===== src/rtl/mem_arbiter.sv =====
`default_nettype none
// ============================================================================
// Module   : mem_arbiter
// Purpose  : Shares one backing-memory port between the I-cache line refill
//            path (multi-beat bursts) and the data-memory path (single-word
//            loads/stores). Emits the ic_repl_permit_o strobe once a full
//            line has been delivered.
// Ports    : clk_i, reset_i          - clock, synchronous active-high reset
//            ic_req_i/ic_addr_i      - refill request and miss address
//            ic_rvalid_o/ic_rdata_o  - refill beat strobe and data
//            ic_beat_o               - word index of the current beat
//            ic_repl_permit_o        - line complete, replacement may commit
//            dm_req_i/dm_we_i/...    - data access request fields
//            dm_done_o/dm_rdata_o    - data completion strobe and load data
//            mem_*                   - shared backing-memory port
// Revision : 1.0 - initial release
// ============================================================================
module mem_arbiter #(
  parameter int BLOCK_WORDS = 4
) (
  input  logic                           clk_i,
  input  logic                           reset_i,
  input  logic                           ic_req_i,
  input  logic [31:0]                    ic_addr_i,
  output logic                           ic_rvalid_o,
  output logic [31:0]                    ic_rdata_o,
  output logic [$clog2(BLOCK_WORDS)-1:0] ic_beat_o,
  output logic                           ic_repl_permit_o,
  input  logic                           dm_req_i,
  input  logic                           dm_we_i,
  input  logic [31:0]                    dm_addr_i,
  input  logic [31:0]                    dm_wdata_i,
  input  logic [3:0]                     dm_byte_en_i,
  output logic                           dm_done_o,
  output logic [31:0]                    dm_rdata_o,
  output logic                           mem_req_o,
  output logic                           mem_we_o,
  output logic [31:0]                    mem_addr_o,
  output logic [31:0]                    mem_wdata_o,
  output logic [3:0]                     mem_byte_en_o,
  input  logic                           mem_ack_i,
  input  logic [31:0]                    mem_rdata_i
);

  localparam int OFF_W = $clog2(BLOCK_WORDS);
  // Clears the word and byte offset bits of a line address.
  localparam logic [31:0] C_LINE_MASK = ~(32'(BLOCK_WORDS * 4) - 32'd1);

  typedef enum logic [2:0] {
    S_IDLE      = 3'd0,
    S_IC_BURST  = 3'd1,
    S_DM_ACCESS = 3'd2,
    S_IC_RESP   = 3'd3,
    S_DM_RESP   = 3'd4
  } state_t;

  state_t           r_state;
  logic [OFF_W-1:0] r_beat;
  logic             r_last_ic;   // 1: the I side received the most recent grant
  logic [31:0]      r_ic_base;
  logic [31:0]      r_dm_addr;
  logic [31:0]      r_dm_wdata;
  logic [31:0]      r_dm_rdata;
  logic             r_dm_we;
  logic [3:0]       r_dm_be;

  logic             w_grant_dm;
  logic             w_grant_ic;
  logic             w_last_beat;
  logic [31:0]      w_beat_off;

  // On a tie, the side that did not win last time gets the port.
  assign w_grant_dm  = dm_req_i & (~ic_req_i | r_last_ic);
  assign w_grant_ic  = ic_req_i & (~dm_req_i | ~r_last_ic);
  assign w_last_beat = (r_beat == OFF_W'(BLOCK_WORDS - 1));
  assign w_beat_off  = {{(30 - OFF_W){1'b0}}, r_beat, 2'b00};

  always_ff @(posedge clk_i) begin
    if (reset_i) begin
      r_state    <= S_IDLE;
      r_beat     <= '0;
      r_last_ic  <= 1'b1;
      r_ic_base  <= '0;
      r_dm_addr  <= '0;
      r_dm_wdata <= '0;
      r_dm_rdata <= '0;
      r_dm_we    <= 1'b0;
      r_dm_be    <= '0;
    end else begin
      case (r_state)
        S_IDLE: begin
          if (w_grant_dm) begin
            r_state    <= S_DM_ACCESS;
            r_last_ic  <= 1'b0;
            r_dm_addr  <= dm_addr_i & 32'hFFFF_FFFC;
            r_dm_we    <= dm_we_i;
            r_dm_wdata <= dm_wdata_i;
            r_dm_be    <= dm_byte_en_i;
          end else if (w_grant_ic) begin
            r_state   <= S_IC_BURST;
            r_last_ic <= 1'b1;
            r_ic_base <= ic_addr_i & C_LINE_MASK;
            r_beat    <= '0;
          end
        end
        S_IC_BURST: begin
          if (mem_ack_i) begin
            // Power-of-two line size lets the counter wrap to 0 by itself.
            r_beat <= r_beat + OFF_W'(1);
            if (w_last_beat) begin
              r_state <= S_IC_RESP;
            end
          end
        end
        S_DM_ACCESS: begin
          if (mem_ack_i) begin
            // Stores leave the last load result untouched.
            if (!r_dm_we) begin
              r_dm_rdata <= mem_rdata_i;
            end
            r_state <= S_DM_RESP;
          end
        end
        S_IC_RESP: r_state <= S_IDLE;
        S_DM_RESP: r_state <= S_IDLE;
        default:   r_state <= S_IDLE;
      endcase
    end
  end

  always_comb begin
    ic_rvalid_o      = 1'b0;
    ic_rdata_o       = '0;
    ic_beat_o        = '0;
    ic_repl_permit_o = 1'b0;
    dm_done_o        = 1'b0;
    mem_req_o        = 1'b0;
    mem_we_o         = 1'b0;
    mem_addr_o       = '0;
    mem_wdata_o      = '0;
    mem_byte_en_o    = '0;
    case (r_state)
      S_IC_BURST: begin
        mem_req_o     = 1'b1;
        mem_addr_o    = r_ic_base + w_beat_off;
        mem_byte_en_o = 4'hF;
        ic_rvalid_o   = mem_ack_i;
        ic_rdata_o    = mem_rdata_i;
        ic_beat_o     = r_beat;
      end
      S_DM_ACCESS: begin
        mem_req_o     = 1'b1;
        mem_we_o      = r_dm_we;
        mem_addr_o    = r_dm_addr;
        mem_wdata_o   = r_dm_wdata;
        mem_byte_en_o = r_dm_we ? r_dm_be : 4'hF;
      end
      S_IC_RESP: ic_repl_permit_o = 1'b1;
      S_DM_RESP: dm_done_o        = 1'b1;
      default: ;
    endcase
  end

  assign dm_rdata_o = r_dm_rdata;

endmodule
`default_nettype wire


===== config.mk =====
export PLATFORM = sky130hd
export DESIGN_NAME = mem_arbiter
export DESIGN_NICKNAME = d
export VERILOG_FILES = /design/src/rtl/mem_arbiter.sv
export SDC_FILE = /design/constraint.sdc
export NUM_CORES = 1
export LEC_CHECK = 0
export ABC_AREA = 1
export ABC_CLOCK_PERIOD_IN_PS = 1300
export BUFFER_PORTS_ARGS = -buffer_cell sky130_fd_sc_hd__buf_2
export CORE_ASPECT_RATIO = 2
export CORE_MARGIN = 10
export CORE_UTILIZATION = 41
export CTS_CLUSTER_SIZE = 28
export DETAILED_ROUTE_END_ITERATION = 10
export GPL_ROUTABILITY_DRIVEN = 0
export GPL_TIMING_DRIVEN = 0
export PLACE_DENSITY = 0.78
export SYNTH_ARGS = -nofsm -noshare
export SYNTH_HDL_FRONTEND = slang
export SYNTH_SLANG_ARGS = --single-unit

===== constraint.sdc =====
create_clock -name clk_i -period 1.3 [get_ports clk_i]
set_input_delay 0.26 -clock clk_i [delete_from_list [all_inputs] [get_ports clk_i]]
set_output_delay 0.26 -clock clk_i [all_outputs]
set_load 0.03 [all_outputs]

==> flow_summary.json, run 1 <==
{
  "hold_depth": 3,
  "yosysWarnings": 0,
  "critical_path_class": "register to output pin",
  "critPathLaunchType": "register",
  "grt_pass1_wl_um": 38300,
  "drt-vias-per-instance": 5.42,
  "synth_area_leaders": "dfxtp_1 48%, nor2_1 18%, o21ai_0 10%",
  "violations": "negative setup slack",
  "wl_met2_um": 15400,
  "num_rows": 59,
  "root_buffer": "clkbuf_16",
  "cts_buffers": 17,
  "crit_fanout": 5,
  "min_path_type": "input pin to register",
  "timing.fmax_mhz": 529,
  "num_vias": 6878,
  "synth-edff-count": 0,
  "synthToLayoutAreaGrowth_pct": 92.6,
  "routed_wl_um": 28000,
  "h-tree-depth": 4,
  "ys_seq_area_share_pct": 48.3,
  "synthFlopType": "dfxtp_1",
  "synth_top_area_share_pct": 48.3,
  "intPower_mw": 12.9,
  "slew_viol_final": 0,
  "cts_tree": "done",
  "grt_overflow_total": 0,
  "die-area_mm2": 0.0188,
  "core_area_mm2": 0.0131,
  "grt_max_degree": 17,
  "antenna_found_initial": 8,
  "mappedNetlistArea_mm2": 0.00551,
  "postSynthCellCount": 762,
  "hold_end": "r_dm_addr[29]",
  "clock_sinks": 133,
  "yosys-top-cells-count": "265 x nor2_1, 133 x dfxtp_1, 112 x o21ai_0",
  "design_area_mm2": 0.0106,
  "switching_share_pct": 39.0,
  "r2r_start": "r_state[0]",
  "vdd_ir_drop_max_mv": 1.31,
  "critical_path_arrival_ps": 1630,
  "grt_pass1_vias": 7038,
  "p_clk_share_pct": 23.7,
  "outcome": "complete, but fails checks",
  "place_area_mm2": 0.00747,
  "wl_met1_um": 9010,
  "p_switching_mw": 8.25,
  "wire_per_inst_um": 22.0,
  "ys_types": 21,
  "clk_pin_slew_ps": 60,
  "worst_slew_pin_slew_ps": 741,
  "ys_async_sr_fraction_pct": 0,
  "relSlewSlack_pct": 50.6,
  "finalClockSkew_ps": 16.6,
  "highest_layer": "met4",
  "synth_top_area_cell": "dfxtp_1",
  "dp_hpwl_um": 16300,
  "ant_nets": 0,
  "r2r_cells": 9,
  "pwr-share-seq_pct": 26.2,
  "synth-seq-cells": 133,
  "worstSetupEndpointType": "output pin",
  "required_ps": 1040,
  "avgSynthCellArea_um2": 7.23,
  "drive_gt1_share_pct": 53.4,
  "combPwrFrac_pct": 50.1,
  "dr.first_iter.drc_count": 382,
  "portBuffers": 268,
  "hp-start": "dm_addr_i[29]",
  "final_nets": 1236,
  "setup_ws_ps": -590,
  "start_util_pct": 42.2,
  "pre_cts_ws_ps": -520,
  "r2r_slack_ps": -510,
  "rsz0062_at_grt": "yes",
  "regToRegEndpoint": "r_dm_addr[25]",
  "fin_crit_sh_pct": 145,
  "hold_buffers": 0,
  "cap_violations": 0,
  "nFillCells": 711,
  "post-route-min-period_ps": 1890,
  "drt_first_pass_iters": 5,
  "hold_violations": 0,
  "yosysMostFrequentCell": "nor2_1",
  "met3WireLength_um": 2200,
  "cts.path.max_buffers": 2,
  "dieHeight_um": 184,
  "setup_viol": 237,
  "clock_latency_ps": 420,
  "pin_count": 277,
  "drc": 0,
  "p_leak_nw": 4.95,
  "fp.dieW_um": 102,
  "track_usage_pct": 26.7,
  "power_density_mw_per_mm2": 1990
}
[cells by family (layout without fill, tap and decap cells)]
| group | Yosys count | count (layout) | share of synthesized area [%] |
|---|---|---|---|
| AO/OA/AOI/OAI | 199 | 199 | 20.0 |
| other | 1 | 10 | 0.0681 |
| buffers and inverters | 137 | 484 | 11.0 |
| AND/OR/NAND/NOR | 291 | 291 | 20.4 |
| adder cells (fa/ha/maj) | 1 | 1 | 0.227 |
| flip-flops | 133 | 133 | 48.3 |
[registers in the layout, summed over array words and instances (netlist names)]
register,flops
r_dm_be,4
r_ic_base,28
r_beat,2
dm_rdata_o,32
r_dm_we,1
r_state,3
r_dm_addr,30
r_last_ic,1
r_dm_wdata,32
[placed cells by master (no fill, tap or decap), drive strengths merged]
| cell | Yosys | final |
|---|---|---|
| a21oi | 37 | 37 |
| a22o | 28 | 28 |
| buf | 27 | 332 |
| bufbuf | 0 | 4 |
| bufinv | 0 | 3 |
| clkbuf | 29 | 56 |
| clkinv | 0 | 5 |
| clkinvlp | 0 | 3 |
| conb | 1 | 2 |
| dfxtp | 133 | 133 |
| diode | 0 | 8 |
| ha | 1 | 1 |
| inv | 81 | 81 |
| nand2 | 12 | 12 |
| nand3 | 8 | 8 |
| nand4 | 1 | 1 |
| nor2 | 266 | 266 |
| nor3 | 4 | 4 |
| o21ai | 134 | 134 |
[per-layer routing]
layer / up-vias / GRT usage (%)
met2: 375 / 49.5
li1: 3125 / -
met5: - / 0
met3: 91 / 8.62
met4: 0 / 15.6
met1: 3287 / 24.2
[through the flow]
stage / power, mW / TNS [ps] / std cells / hold slack (ps) / util [%]
after floorplan: 9.83 / -3930 / 763 / 329 / -
after global routing: 21.9 / -110570 / 1269 / 65.6 / 81.2
after detailed placement: 11.7 / -81050 / 1183 / 465 / 57.1
after global placement: 11.6 / -78250 / 1183 / 458 / 57.1
final: 21.1 / -98900 / 1270 / 71.8 / 81.2
after CTS: 19.9 / -83820 / 1249 / 67.8 / 77.3
[final cells by class]
type | count | area, um^2 | share of cell area [%]
Antenna cell | 8 | 20.0 | 0.189
Buffer | 56 | 729 | 6.87
Clock buffer | 21 | 460 | 4.34
Clock inverter | 11 | 149 | 1.40
Inverter | 81 | 334 | 3.15
Multi-Input combinational cell | 493 | 3280 | 30.9
Sequential cell | 133 | 2670 | 25.2
Tap cell | 152 | 190 | 1.79
Timing Repair Buffer | 315 | 2770 | 26.1
[worst max-delay path by stage]
| stage | start | endpoint | slack [ps] | cells past startpoint |
|---|---|---|---|---|
| 3_3_place_gp | r_state[1] | mem_addr_o[31] | -500 | 6 |
| 6_report | r_state[2] | ic_rdata_o[4] | -590 | 6 |
| 4_1_cts | r_state[0] | mem_addr_o[24] | -560 | 6 |
| 2_1_floorplan | r_state[1] | mem_addr_o[3] | -70 | 4 |
| 5_1_grt | r_state[2] | ic_rdata_o[4] | -650 | 6 |
| 3_5_place_dp | reset_i | r_dm_addr[25] | -520 | 6 |
[power groups by stage]
| stage | Clock, mW | Sequential [mW] | Combinational (mW) |
|---|---|---|---|
| after floorplan | 0 | 5.75 | 4.09 |
| after global placement | 0 | 5.44 | 6.15 |
| after detailed placement | 0 | 5.47 | 6.22 |
| after CTS | 5.01 | 5.45 | 9.41 |
| after global routing | 5.24 | 5.59 | 11.1 |
| final | 5.02 | 5.53 | 10.6 |
[worst max-delay path, cell delays in order (launching register included)]
cell and delay (ps):
dfxtp_2 340, inv_4 90, nand3_4 150, buf_12 190, clkbuf_16 170, nor2_4 140, buf_6 150
[timing repair]
action | in CTS | in global routing
endpoints found under the hold margin | 0 | 0
setup endpoints to repair | 236 | 237
resized for setup | 416 | 101
pin swaps | 16 | 24
gates cloned | 15 | 5
setup buffers | 19 | 8
Note: power is estimated with default switching activity, not from simulation.
==> run 2, diff against run 1 <==
--- a/config.mk
+++ b/config.mk
@@ -10,12 +10,12 @@
 export BUFFER_PORTS_ARGS = -buffer_cell sky130_fd_sc_hd__buf_2
 export CORE_ASPECT_RATIO = 2
 export CORE_MARGIN = 10
-export CORE_UTILIZATION = 41
+export CORE_UTILIZATION = 35
 export CTS_CLUSTER_SIZE = 28
 export DETAILED_ROUTE_END_ITERATION = 10
 export GPL_ROUTABILITY_DRIVEN = 0
 export GPL_TIMING_DRIVEN = 0
-export PLACE_DENSITY = 0.78
+export PLACE_DENSITY = 0.68
 export SYNTH_ARGS = -nofsm -noshare
 export SYNTH_HDL_FRONTEND = slang
 export SYNTH_SLANG_ARGS = --single-unit
==> run 2 against run 1 <==
Effect of this change:
- the flow still finishes with violations (negative setup slack)
- utilization fell by 17 points
- critical path depth unchanged
- non-clock buffer count down 14
- worst setup slack gained 32 ps
- combinational power is 18% lower
- clock skew is 8.9 ps lower
- critical endpoint is now mem_byte_en_o[1]
- largest power group unchanged
==> flow_summary.json, run 2 (synthesis gave the netlist of run 1 again) <==
{
  "utilization_pct": 63.8,
  "num_rows": 64,
  "critical_path_class": "register to output pin",
  "wire_per_inst_um": 18.5,
  "violations": "negative setup slack",
  "root_buffer": "clkbuf_16",
  "num_vias": 6337,
  "die-area_mm2": 0.0215,
  "min_path_type": "input pin to register",
  "antenna_found_initial": 2,
  "fp.dieW_um": 109,
  "combPwrFrac_pct": 45.3,
  "clock_latency_ps": 430,
  "nFillCells": 1338,
  "cap_violations": 0,
  "setup_ws_ps": -558,
  "drt-vias-per-instance": 4.89,
  "critical_path_arrival_ps": 1600,
  "final_common_cell": "nor2_1",
  "dp_hpwl_um": 17000,
  "regArea_mm2": 0.00267,
  "track_usage_pct": 21.6,
  "portBuffers": 268,
  "synthToLayoutAreaGrowth_pct": 78.1,
  "routed_wl_um": 24000,
  "final_cells": 1295,
  "p_switching_mw": 7.37,
  "core_area_mm2": 0.0154,
  "h-tree-depth": 4,
  "multi_input_area_mm2": 0.00293,
  "p_leak_nw": 4.65,
  "dr.first_iter.drc_count": 209,
  "drt_first_pass_iters": 6,
  "clk_pin_slew_ps": 60,
  "hold_depth": 3,
  "dieHeight_um": 197,
  "cts.path.max_buffers": 2,
  "drc": 0,
  "grt_overflow_total": 0,
  "vdd_ir_drop_max_mv": 1.14,
  "r2r_cells": 9,
  "grt_max_degree": 17,
  "pin_count": 277,
  "final_cell_mix": "195 x nor2_1, 174 x buf_2, 130 x dfxtp_1, 109 x buf_6, 102 x o21ai_0",
  "slowest_stage": "dfxtp_4",
  "worst_slew_pin_slew_ps": 593,
  "pwr-share-seq_pct": 28.4,
  "power_density_mw_per_mm2": 1960,
  "rsz0062_at_grt": "yes",
  "hold_violations": 0,
  "drive_gt1_share_pct": 45.5,
  "finalClockSkew_ps": 7.78,
  "intPower_mw": 11.9,
  "switching_share_pct": 38.3,
  "crit_start": "r_state[0]",
  "grt_pass1_wl_um": 35600,
  "required_ps": 1040,
  "outcome": "complete, but fails checks",
  "cts_tree": "done",
  "max_stage_delay_ps": 370,
  "fin_tns_setup_ps": -85990,
  "crit_fanout": 6,
  "final_nets": 1222,
  "post-route-min-period_ps": 1860,
  "worst_path_most_repeated_cell": "buf_12",
  "hp-start": "dm_addr_i[18]",
  "ant_nets": 0,
  "clock_sinks": 133,
  "p_clk_share_pct": 26.3,
  "r2r_start": "r_state[0]",
  "grt_pass1_vias": 6563,
  "fin_crit_sh_pct": 143,
  "dp.cells": 1229,
  "slew_viol_final": 0,
  "setup_viol": 237,
  "relSlewSlack_pct": 60.4,
  "crit_chain": "inv_4 > nand3_4 > buf_12 > buf_12 > o21ai_4 > buf_6",
  "cts_buffers": 17,
  "critPathLaunchType": "register",
  "start_util_pct": 35.8,
  "worstSetupEndpointType": "output pin",
  "timing.fmax_mhz": 538
}
[run 2: changes by cell type in the layout (fill, tap and decap cells not counted), moves of 7 or more]
cell	delta
nor2_4	-9
buf_12	-8
buf_8	-8
a21oi_1	+19
nor2_1	+31
nor2_2	-22
a21oi_2	-18
o21ai_0	+24
o21ai_2	-32
diode_2	-7
[run 2: routing by layer]
metal  global-route usage [%]  share of wire, %  wire length (um)  vias up
met5                        0             0.046                11        -
met4                     9.28               3.2               773        2
met3                     7.39               7.4              1770       40
met2                     40.6                55             13300      245
met1                     20.2                34              8140     2971
li1                         -                 -                 -     3079
[run 2: timing repair]
item                                    4_1_cts  5_1_grt
resized for setup                           332       20
pin swaps                                     5       13
setup buffers                                19        4
hold buffers                                  0        0
hold endpoints to repair                      0        0
endpoints found under the setup margin      237      238
cloned                                        8        3
[run 2: worst max-delay path, delay by kind of cell, from the launching register on]
kind / cells / cell delay [ps]
buffers and inverters: 4 / 540
DFF: 1 / 370
AOI/OAI and AO/OA: 1 / 130
and+or+nand+nor: 1 / 130
[run 2: stage by stage]
step                setup WS (ps)  hold slack, ps  instance area, um^2  power (mW)
global route                 -610            59.3                 9810        20.2
finish                       -558            52.6                 9810        19.3
global placement             -552             458                 7520        11.7
CTS                          -579            42.4                 9690        19.1
floorplan                   -68.1             329                 5940        9.83
detailed placement           -576             465                 7520        11.7
[run 2: power by group through the flow]
stage / Combinational, mW / Clock (mW) / Sequential [mW]
4_1_cts: 8.53 / 5.15 / 5.45
3_5_place_dp: 6.26 / 0 / 5.48
3_3_place_gp: 6.22 / 0 / 5.45
5_1_grt: 9.34 / 5.28 / 5.57
2_1_floorplan: 4.09 / 0 / 5.75
6_report: 8.73 / 5.06 / 5.48
[run 2: final cells by class]
cell class / instances / share of cell area [%]
Multi-Input combinational cell: 493 / 29.9
Sequential cell: 133 / 27.2
Timing Repair Buffer: 301 / 24.2
Buffer: 56 / 6.40
Clock buffer: 21 / 4.90
Inverter: 81 / 3.30
Tap cell: 198 / 2.53
Clock inverter: 11 / 1.52
Antenna cell: 1 / 0.0255
[run 2: path summary, 6_finish.rpt]
path                 endpoint  slack [ps]
max          mem_byte_en_o[1]        -560
min             r_dm_addr[18]          50
max reg2reg     dm_rdata_o[3]        -380
min reg2reg     r_dm_wdata[5]         470
